File: src/rtl/mm_pkg.sv
// Shared types and default geometry for the matrix-multiply sequencer.
// Consumers: mm_seq_ctrl, mm_rd_delay.
package mm_pkg;

    localparam int MM_N      = 4;
    localparam int MM_RD_LAT = 1;
    localparam int MM_AW     = $clog2(MM_N * MM_N);

    typedef enum logic [2:0] {
        IDLE,
        ISSUE,
        WAIT,
        WRITE,
        DONE
    } state_t;

endpackage

File: src/rtl/mm_rd_delay.sv
// RD_LAT-stage shift register carrying {valid, first} from the read issue
// point to the MAC input, so MAC strobes line up with returning operand data.
module mm_rd_delay #(
    parameter int RD_LAT = 1
) (
    input  logic clk,
    input  logic rst,
    input  logic valid_i,
    input  logic first_i,
    output logic valid_o,
    output logic first_o
);

    logic [RD_LAT-1:0] valid_q;
    logic [RD_LAT-1:0] first_q;
    logic [RD_LAT-1:0] valid_d;
    logic [RD_LAT-1:0] first_d;

    generate
        for (genvar gi = 0; gi < RD_LAT; gi++) begin : g_stage
            if (gi == 0) begin : g_head
                assign valid_d[gi] = valid_i;
                assign first_d[gi] = first_i;
            end else begin : g_tail
                assign valid_d[gi] = valid_q[gi-1];
                assign first_d[gi] = first_q[gi-1];
            end
        end
    endgenerate

    always_ff @(posedge clk) begin
        if (rst) begin
            valid_q <= '0;
            first_q <= '0;
        end else begin
            valid_q <= valid_d;
            first_q <= first_d;
        end
    end

    assign valid_o = valid_q[RD_LAT-1];
    assign first_o = first_q[RD_LAT-1];

endmodule

File: src/rtl/mm_seq_ctrl.sv
// Sequencer walking every C[i][j] of an N x N product: operand reads, MAC
// strobes aligned to read latency, C write. Optional busy-cycle counter: MM_CTRL_PERF_EN.
module mm_seq_ctrl
    import mm_pkg::*;
#(
    parameter int N      = MM_N,
    parameter int RD_LAT = MM_RD_LAT,
    parameter int AW     = $clog2(N * N)
) (
    input  logic          clk,
    input  logic          rst,
    input  logic          start,
    output logic          busy,
    output logic          done,
    output logic [AW-1:0] a_addr,
    output logic [AW-1:0] b_addr,
    output logic          a_re,
    output logic          b_re,
    output logic          mac_en,
    output logic          mac_clr,
    output logic [AW-1:0] c_addr,
    output logic          c_we,
    output logic [15:0]   perf_cycles
);

    localparam int IW = $clog2(N);
    localparam int WW = (RD_LAT > 1) ? $clog2(RD_LAT) : 1;

    state_t          state_q;
    logic [IW-1:0]   i_q;
    logic [IW-1:0]   j_q;
    logic [IW-1:0]   k_q;
    logic [WW-1:0]   wcnt_q;
    logic            busy_q;
    logic            done_q;
    logic            a_re_q;
    logic            first_q;
    logic            c_we_q;
    logic [AW-1:0]   a_addr_q;
    logic [AW-1:0]   b_addr_q;
    logic [AW-1:0]   c_addr_q;

    logic [IW-1:0]   k_inc;
    logic [IW-1:0]   i_nx;
    logic [IW-1:0]   j_nx;
    logic            k_last;
    logic            j_last;
    logic            i_last;

    function automatic logic [AW-1:0] lin(input logic [IW-1:0] row,
                                          input logic [IW-1:0] col);
        return AW'(row) * AW'(N) + AW'(col);
    endfunction

    // Indices of the element following the current one (row-major order).
    always_comb begin
        k_inc  = k_q + IW'(1);
        k_last = (k_q == IW'(N - 1));
        j_last = (j_q == IW'(N - 1));
        i_last = (i_q == IW'(N - 1));
        j_nx   = j_last ? '0 : j_q + IW'(1);
        i_nx   = j_last ? (i_last ? '0 : i_q + IW'(1)) : i_q;
    end

    // Outputs are loaded on the same edge as the state they belong to, so
    // every output is a flop and describes the state currently held.
    always_ff @(posedge clk) begin
        if (rst) begin
            state_q  <= IDLE;
            i_q      <= '0;
            j_q      <= '0;
            k_q      <= '0;
            wcnt_q   <= '0;
            busy_q   <= 1'b0;
            done_q   <= 1'b0;
            a_re_q   <= 1'b0;
            first_q  <= 1'b0;
            c_we_q   <= 1'b0;
            a_addr_q <= '0;
            b_addr_q <= '0;
            c_addr_q <= '0;
        end else begin
            a_re_q  <= 1'b0;
            first_q <= 1'b0;
            c_we_q  <= 1'b0;
            done_q  <= 1'b0;
            case (state_q)
                IDLE: begin
                    if (start) begin
                        state_q  <= ISSUE;
                        busy_q   <= 1'b1;
                        i_q      <= '0;
                        j_q      <= '0;
                        k_q      <= '0;
                        a_re_q   <= 1'b1;
                        first_q  <= 1'b1;
                        a_addr_q <= '0;
                        b_addr_q <= '0;
                    end
                end
                ISSUE: begin
                    if (k_last) begin
                        state_q <= WAIT;
                        k_q     <= '0;
                        wcnt_q  <= '0;
                    end else begin
                        k_q      <= k_inc;
                        a_re_q   <= 1'b1;
                        a_addr_q <= lin(i_q, k_inc);
                        b_addr_q <= lin(k_inc, j_q);
                    end
                end
                WAIT: begin
                    if (wcnt_q == WW'(RD_LAT - 1)) begin
                        state_q  <= WRITE;
                        c_we_q   <= 1'b1;
                        c_addr_q <= lin(i_q, j_q);
                    end else begin
                        wcnt_q <= wcnt_q + WW'(1);
                    end
                end
                WRITE: begin
                    i_q <= i_nx;
                    j_q <= j_nx;
                    if (j_last && i_last) begin
                        state_q <= DONE;
                        busy_q  <= 1'b0;
                        done_q  <= 1'b1;
                    end else begin
                        state_q  <= ISSUE;
                        a_re_q   <= 1'b1;
                        first_q  <= 1'b1;
                        a_addr_q <= lin(i_nx, IW'(0));
                        b_addr_q <= lin(IW'(0), j_nx);
                    end
                end
                DONE: begin
                    state_q <= IDLE;
                end
                default: begin
                    state_q <= IDLE;
                end
            endcase
        end
    end

    // first_q is only ever set alongside a_re_q, so the delayed first is
    // already qualified by valid and drives mac_clr directly.
    mm_rd_delay #(
        .RD_LAT (RD_LAT)
    ) u_rd_delay (
        .clk     (clk),
        .rst     (rst),
        .valid_i (a_re_q),
        .first_i (first_q),
        .valid_o (mac_en),
        .first_o (mac_clr)
    );

`ifdef MM_CTRL_PERF_EN
    logic [15:0] perf_q;

    // Holds after done so the last run's length stays visible.
    always_ff @(posedge clk) begin
        if (rst) begin
            perf_q <= '0;
        end else if ((state_q == IDLE) && start) begin
            perf_q <= '0;
        end else if (busy_q && (perf_q != 16'hFFFF)) begin
            perf_q <= perf_q + 16'd1;
        end
    end

    assign perf_cycles = perf_q;
`else
    assign perf_cycles = 16'h0000;
`endif

    assign busy   = busy_q;
    assign done   = done_q;
    assign a_addr = a_addr_q;
    assign b_addr = b_addr_q;
    assign a_re   = a_re_q;
    assign b_re   = a_re_q;
    assign c_addr = c_addr_q;
    assign c_we   = c_we_q;

endmodule

File: config.mk
export PLATFORM = sky130hd
export DESIGN_NAME = mm_seq_ctrl
export DESIGN_NICKNAME = d
export VERILOG_FILES = /design/src/rtl/mm_pkg.sv /design/src/rtl/mm_rd_delay.sv /design/src/rtl/mm_seq_ctrl.sv
export SDC_FILE = /design/constraint.sdc
export NUM_CORES = 1
export LEC_CHECK = 0
export ABC_AREA = 1
export CORE_MARGIN = 5
export CORE_UTILIZATION = 40
export CTS_BUF_LIST = sky130_fd_sc_hd__clkbuf_2
export CTS_CLUSTER_SIZE = 30
export DETAILED_ROUTE_END_ITERATION = 8
export PLACE_DENSITY = 0.7
export SLEW_MARGIN = 20
export SYNTH_ARGS = -nofsm -noshare
export SYNTH_HDL_FRONTEND = slang
export SYNTH_SLANG_ARGS = --single-unit
File: constraint.sdc
create_clock -name clk -period 1.3 [get_ports clk]
set_input_delay 0.13 -clock clk [delete_from_list [all_inputs] [get_ports clk]]
set_output_delay 0.13 -clock clk [all_outputs]
set_load 0.01 [all_outputs]
==> flow_metrics.py <==
metrics = {
    "placement": {
        "port_buffers": 21,
        "place.gp.congestion": 0.8008,
        "hpwl_microns": 1769,
        "placed_cells": 210,
    },
    "die": {
        "io_pins": 38,
        "initial_utilization_pct": 41.17,
        "die_area_sq_um": 4302,
        "die_h_microns": 65.59,
        "core-area_sq_um": 3003,
        "die_w_microns": 65.59,
        "std_cell_rows": 20,
    },
    "critical_path": {
        "r2r_start": "k_q[0]$_SDFFE_PP0P_",
        "cpPeakStageDelay_ns": 0.37,
        "critPathTopFamily": "buffers and inverters",
        "critPathBufInv": 2,
        "crit_fanout": 2,
        "arrival_ns": 1.11,
        "ff2ff_path_depth": 5,
        "reg2reg_slack_ns": 0.07,
        "cp.required_ns": 1.17,
        "critical_path_depth": 2,
        "crit_chain": "buf_4 > dlygate4sd2_1",
        "worstSetupStartpointType": "flip-flop",
        "cp-end-kind": "output port",
        "rr_endpoint": "a_addr[0]$_SDFFE_PP0P_",
        "crit_slowest_cell": "dfxtp_2",
        "worstSetupPathType": "flip-flop to output port",
    },
    "global_route": {
        "gr-usage-all-layers_pct": 11.65,
        "grt_overflow": 0,
        "grt_pass1_wl_microns": 3988,
        "antenna_found_initial": 0,
        "grt_max_degree": 18,
        "first_global_vias": 954,
    },
    "clocking": {
        "cts_num_sinks": 26,
        "htreeDepth": 1,
        "root_buffer": "clkbuf_2",
        "clk_latency_ns": 0.34,
        "clk_pin_slew_ns": 0.22,
        "numCtsBuffers": 3,
        "cts_max_path_buffers": 2,
        "ctsHoldBuffers": 0,
        "cts_tree": "yes",
    },
    "cells_and_area": {
        "area.growth.synth_to_final_pct": 22.27,
        "drive_above_1_share_pct": 25.95,
        "finalNetCount": 193,
        "multi_input_area_sq_um": 573.1,
        "n_fill_cell": 310,
        "antennaDiodeCount": 0,
        "layoutNonFillerInstCount": 218,
        "seq_area_sq_um": 545.5,
    },
    "logic_synthesis": {
        "muxShareOfSynthArea_pct": 0,
        "yosysWarnings": 0,
        "syn_area_per_cell_sq_um": 7.924,
        "synth_adder_area_share_pct": 3.036,
        "synth_compound_area_share_pct": 10.12,
        "yosys.area_share.xor_xnor_pct": 0,
        "netlist_area_sq_um": 1236,
        "synthArstFlopShare_pct": 0,
        "syn_inst": 156,
        "synth_top_family_by_area": "simple AND/OR/NAND/NOR gates",
        "synth_edf_count": 0,
        "synth-simple-area-share_pct": 26.82,
        "ys_types": 21,
        "ys.flop_type": "dfxtp_1",
        "ys_seq_area_share_pct": 42.11,
        "ys_ff_latch": 26,
    },
    "sta": {
        "hold_viol_final": 0,
        "fmax_mhz": 809.4,
        "rsz0062_at_grt": "yes",
        "min_period_over_period_pct": 95.03,
        "post-route-min-period_ns": 1.235,
        "setup-violations-final": 0,
        "skew_ns": 0.004656,
        "finalMaxSlewViolations": 0,
    },
    "job": {
        "drv_cap": 0,
    },
    "worst_hold_path": {
        "hold_class": "flip-flop to flip-flop",
        "whs_endpoint": "u_rd_delay.first_o$_SDFF_PP0_",
        "hp-start": "first_q$_SDFF_PP0_",
        "whs_path_depth": 2,
    },
    "routing": {
        "via_per_inst": 4.509,
        "wl_per_cell_microns": 10.76,
        "first_iter_violations": 41,
        "drc_errors": 0,
        "postRouteAntennaNets": 0,
        "wl_microns": 2346,
        "vias": 983,
        "first_pass_iters": 4,
    },
    "pwr": {
        "ir_drop_mv": 0.7147,
        "total_power_uw": 1579,
        "p_leak_uw": 0.0007372,
        "powerDensity_nw_per_um2": 1045,
    },
    "run_status": {
        "status": "finished clean",
    },
}
sequential cells by signal, indices dropped and copies added (netlist names), 2 cells and up:
signal,cells
c_addr,4
i_q,2
b_addr,2
j_q,2
state_q,3
k_q,2
a_addr,4
layer usage:
layer / vias up / part of all wire, % / global-route usage (%) / wire length, microns
li1: 515 / - / - / -
met1: 441 / 45 / 14.44 / 1051
met2: 23 / 49 / 19.47 / 1148
met3: 4 / 5.3 / 3.590 / 125
met4: 0 / 0.90 / 3.109 / 21
met5: - / 0 / 0 / 0
cells in the mapped netlist, types with 2 or more instances:
cell      instances  area, sq um
inv_1            18        67.56
nand3_1           6        30.03
nand4_1           3        18.77
clkbuf_1          2        7.510
nor2_1           15        56.30
dfxtp_1          26        520.5
a21oi_1          15        75.07
nand2_2           2        12.51
nand2_1          28        105.1
nor2_4            2        22.52
o21ai_0           7        35.03
ha_1              3        37.54
buf_4            19        142.6
nand3_4           3        52.55
stage by stage:
stage / hold slack (ns) / worst slack, ns / setup TNS (ns) / utilization [%] / area [sq um]
floorplan: 0.3449 / 0.07911 / 0 / - / 1292
global placement: 0.3905 / 0.05102 / 0 / 47.92 / 1439
detailed placement: 0.3947 / 0.03182 / 0 / 47.92 / 1439
CTS: 0.4197 / 0.002710 / 0 / 49.13 / 1475
global route: 0.4353 / -0.03452 / -0.06401 / 50.33 / 1511
finish: 0.4169 / 0.06456 / 0 / 50.33 / 1511
cell families (layout without fill, tap and decap cells):
group,count (synthesis),count (layout)
AO/OA/AOI/OAI,24,24
other,1,16
AND/OR/NAND/NOR,63,63
flip-flops,26,26
adder cells (fa/ha/maj),3,3
buffers and inverters,39,53
worst max-delay path by stage:
| stage | start | end | slack (ns) |
|---|---|---|---|
| 3_3_place_gp | j_q[0]$_SDFFE_PP0P_ | b_addr[1]$_SDFFE_PP0P_ | 0.05 |
| 4_1_cts | state_q[1]$_SDFFE_PP0P_ | b_addr[0]$_SDFFE_PP0P_ | 0.003 |
| 6_report | a_addr[1]$_SDFFE_PP0P_ | a_addr[1] | 0.06 |
| 5_1_grt | k_q[0]$_SDFFE_PP0P_ | k_q[0]$_SDFFE_PP0P_ | -0.03 |
| 2_1_floorplan | j_q[0]$_SDFFE_PP0P_ | b_addr[1]$_SDFFE_PP0P_ | 0.08 |
| 3_5_place_dp | start | a_addr[3]$_SDFFE_PP0P_ | 0.03 |
placed cells by master (no fill, tap or decap):
cell type / instances
inv_2: 1
dfxtp_1: 6
o21ai_0: 7
ha_2: 1
a21oi_2: 1
nor2_4: 2
buf_4: 11
nand3_1: 6
or2_1: 1
nand3_2: 1
clkbuf_2: 3
a211oi_1: 1
inv_1: 17
ha_1: 1
nor2_1: 15
o21a_1: 1
conb_1: 16
clkdlybuf4s50_1: 2
nand2_2: 2
dlygate4sd2_1: 19
nand4_1: 3
ha_4: 1
nand3_4: 3
dfxtp_2: 20
nand2_1: 28
a21oi_1: 14
or2_2: 1
nand2_4: 1
layout make-up:
| type | instances | share of cell area (%) |
|---|---|---|
| timing repair buffer | 32 | 17.80 |
| inverter | 18 | 4.470 |
| tap | 33 | 2.732 |
| clock buffer | 3 | 0.9934 |
| sequential | 26 | 36.09 |
| multi-input combinational | 106 | 37.91 |
worst min-delay path, cell delays in order, from the launching register on:
cell and delay (ns):
dfxtp_1 0.35, inv_1 0.04, nor2_1 0.03
power by group:
part,internal (uW),switching [uW]
logic,162,228
registers,866,35.3
clock network,62.8,225
repair_timing:
action,in CTS,in global routing
buffers inserted,4,1
setup endpoints to repair,19,9
gates resized for setup,31,13
pin swaps,0,0
endpoints found under the hold margin,0,0
(Power assumes the default switching activity.)
==> RTL change (config.mk and constraints unchanged) <==
Encoding of `state_t`: now one-hot (5 bits for 5 states).
--- a/src/rtl/mm_pkg.sv
+++ b/src/rtl/mm_pkg.sv
@@ -6,12 +6,12 @@
     localparam int MM_RD_LAT = 1;
     localparam int MM_AW     = $clog2(MM_N * MM_N);
 
-    typedef enum logic [2:0] {
-        IDLE,
-        ISSUE,
-        WAIT,
-        WRITE,
-        DONE
+    typedef enum logic [4:0] {
+        IDLE  = 5'b00001,
+        ISSUE = 5'b00010,
+        WAIT  = 5'b00100,
+        WRITE = 5'b01000,
+        DONE  = 5'b10000
     } state_t;
 
 endpackage
Function: no difference found for any inputs over 10 cycles, from zero or initial values and one cycle with rst high; not proved beyond that.
==> RTL change against the unedited design <==
- the flow now finishes with violations (negative setup slack)
- wire length rose by 28%
- non-clock buffer count up 10
- die area grew 6.7%
- combinational power fell by 26%
- sequential cell count increased by 2
- synthesized area grew 7.9%
- first-iteration DRC count rose by 9.8%
- cell area rose by 18%
- total power is 10% higher
- hold slack improved by 0.0022 ns
- setup slack got worse by 0.086 ns
- via count grew 20%
- largest cell class unchanged
==> RTL change: results (changes against the unedited design) <==
* Total placed instance area at 1600 µm² (+11%)
* First-pass GRT wire length at 4.49 mm (+13%)
* Crit-path leading delay family: simple AND/OR/NAND/NOR gates
* Leak Pwr at 0.834 nW (+13%)
* Sequential Power Share at 0.533 (-0.038)
* Worst-path clk slew at 0.27 ns (+0.05 ns)
* Status: finished, violations left
* Netlist cell types at 23 (+9.5%)
* Sum Neg Setup Slack at -0.0215 ns (-0.0215 ns)
* Setup violation total in the final timing report at 1 (+1)
* Worst EP arrival at 1.66 ns (+0.55 ns)
* Share of cells above drive strength 1 at 0.325 (+0.0660)
* M1 wire length at 1.25 mm (+19%)
* Pint at 0.00128 W (+18%)
* Post-synthesis sequential area ratio at 0.420 (-0.000790)
* Vias in the first global route at 1054 (+10%)
* Gr usage total at 0.130 (+0.0135)
* Max IR drop VDD at 0.435 mV (-39%)
* Synth area leaders: dfxtp_1 42%, buf_4 11%, nor2_1 9.0%, nand2_1 7.9%, nand4_1 4.7%
* Final worst setup slack at -0.0215 ns (-0.0861 ns)
* Synth Area per Inst at 7.67 µm² (-3.3%)
* DR iter-0 viols at 45 (+9.8%)
* Met3 Routed Length at 127 µm (+1.6%)
* Synth Area in Compound Gates at 0.0572 (-0.0440)
* Failing checks: negative setup slack
* Commonest cells post-synth: 32 x nor2_1, 28 x dfxtp_1, 28 x nand2_1
* DP Wirelength at 2.10 mm (+19%)
* Delay of the slowest cell on the worst path at 0.43 ns (+0.06 ns)
==> RTL change: logic make-up (layout without fill, tap and decap cells) <==
group                      Yosys count  in the layout
AOI/OAI and AO/OA                   15             15
and+or+nand+nor                     86             86
other                                1             16
adders and majority gates            3              3
buffers and inverters               41             64
DFF                                 28             28
==> RTL change: final cells by class <==
type | instances | share of cell area
timing repair buffer | 42 | 0.194
tap | 46 | 0.0324
clock buffer | 3 | 0.00844
inverter | 18 | 0.0380
sequential | 28 | 0.334
multi-input combinational | 120 | 0.377
clock inverter | 1 | 0.0169
==> RTL change: worst max-delay path by stage <==
stage          startpoint         to  slack, ns  cells after the start
2_1_floorplan      j_q[0]  a_addr[2]       0.03                      7
3_3_place_gp   state_q[0]  a_addr[2]      0.002                      7
3_5_place_dp        start  a_addr[2]      -0.03                      6
4_1_cts            j_q[1]  a_addr[2]       0.02                      7
5_1_grt        state_q[1]  c_addr[2]      -0.07                      5
6_report       state_q[2]  a_addr[0]      -0.02                      5
==> RTL change: timing repair <==
action / in CTS / in global routing
buffers inserted: 3 / 3
pin swaps: 1 / 9
setup endpoints to repair: 31 / 20
resized for setup: 42 / 26
hold buffers: 0 / 0
==> RTL change: per-layer routing <==
layer / vias to the layer above / track usage
met4: 0 / 0.0658
met2: 27 / 0.220
met1: 553 / 0.151
met3: 4 / 0.0316
li1: 597 / -
met5: - / 0
==> RTL change: through the flow <==
| step | hold slack [ns] | setup WS [ns] |
|---|---|---|
| after detailed placement | 0.393 | -0.0326 |
| final | 0.419 | -0.0215 |
| after CTS | 0.421 | 0.0201 |
| after global placement | 0.389 | 0.00169 |
| after floorplan | 0.341 | 0.0311 |
| after global routing | 0.424 | -0.0705 |
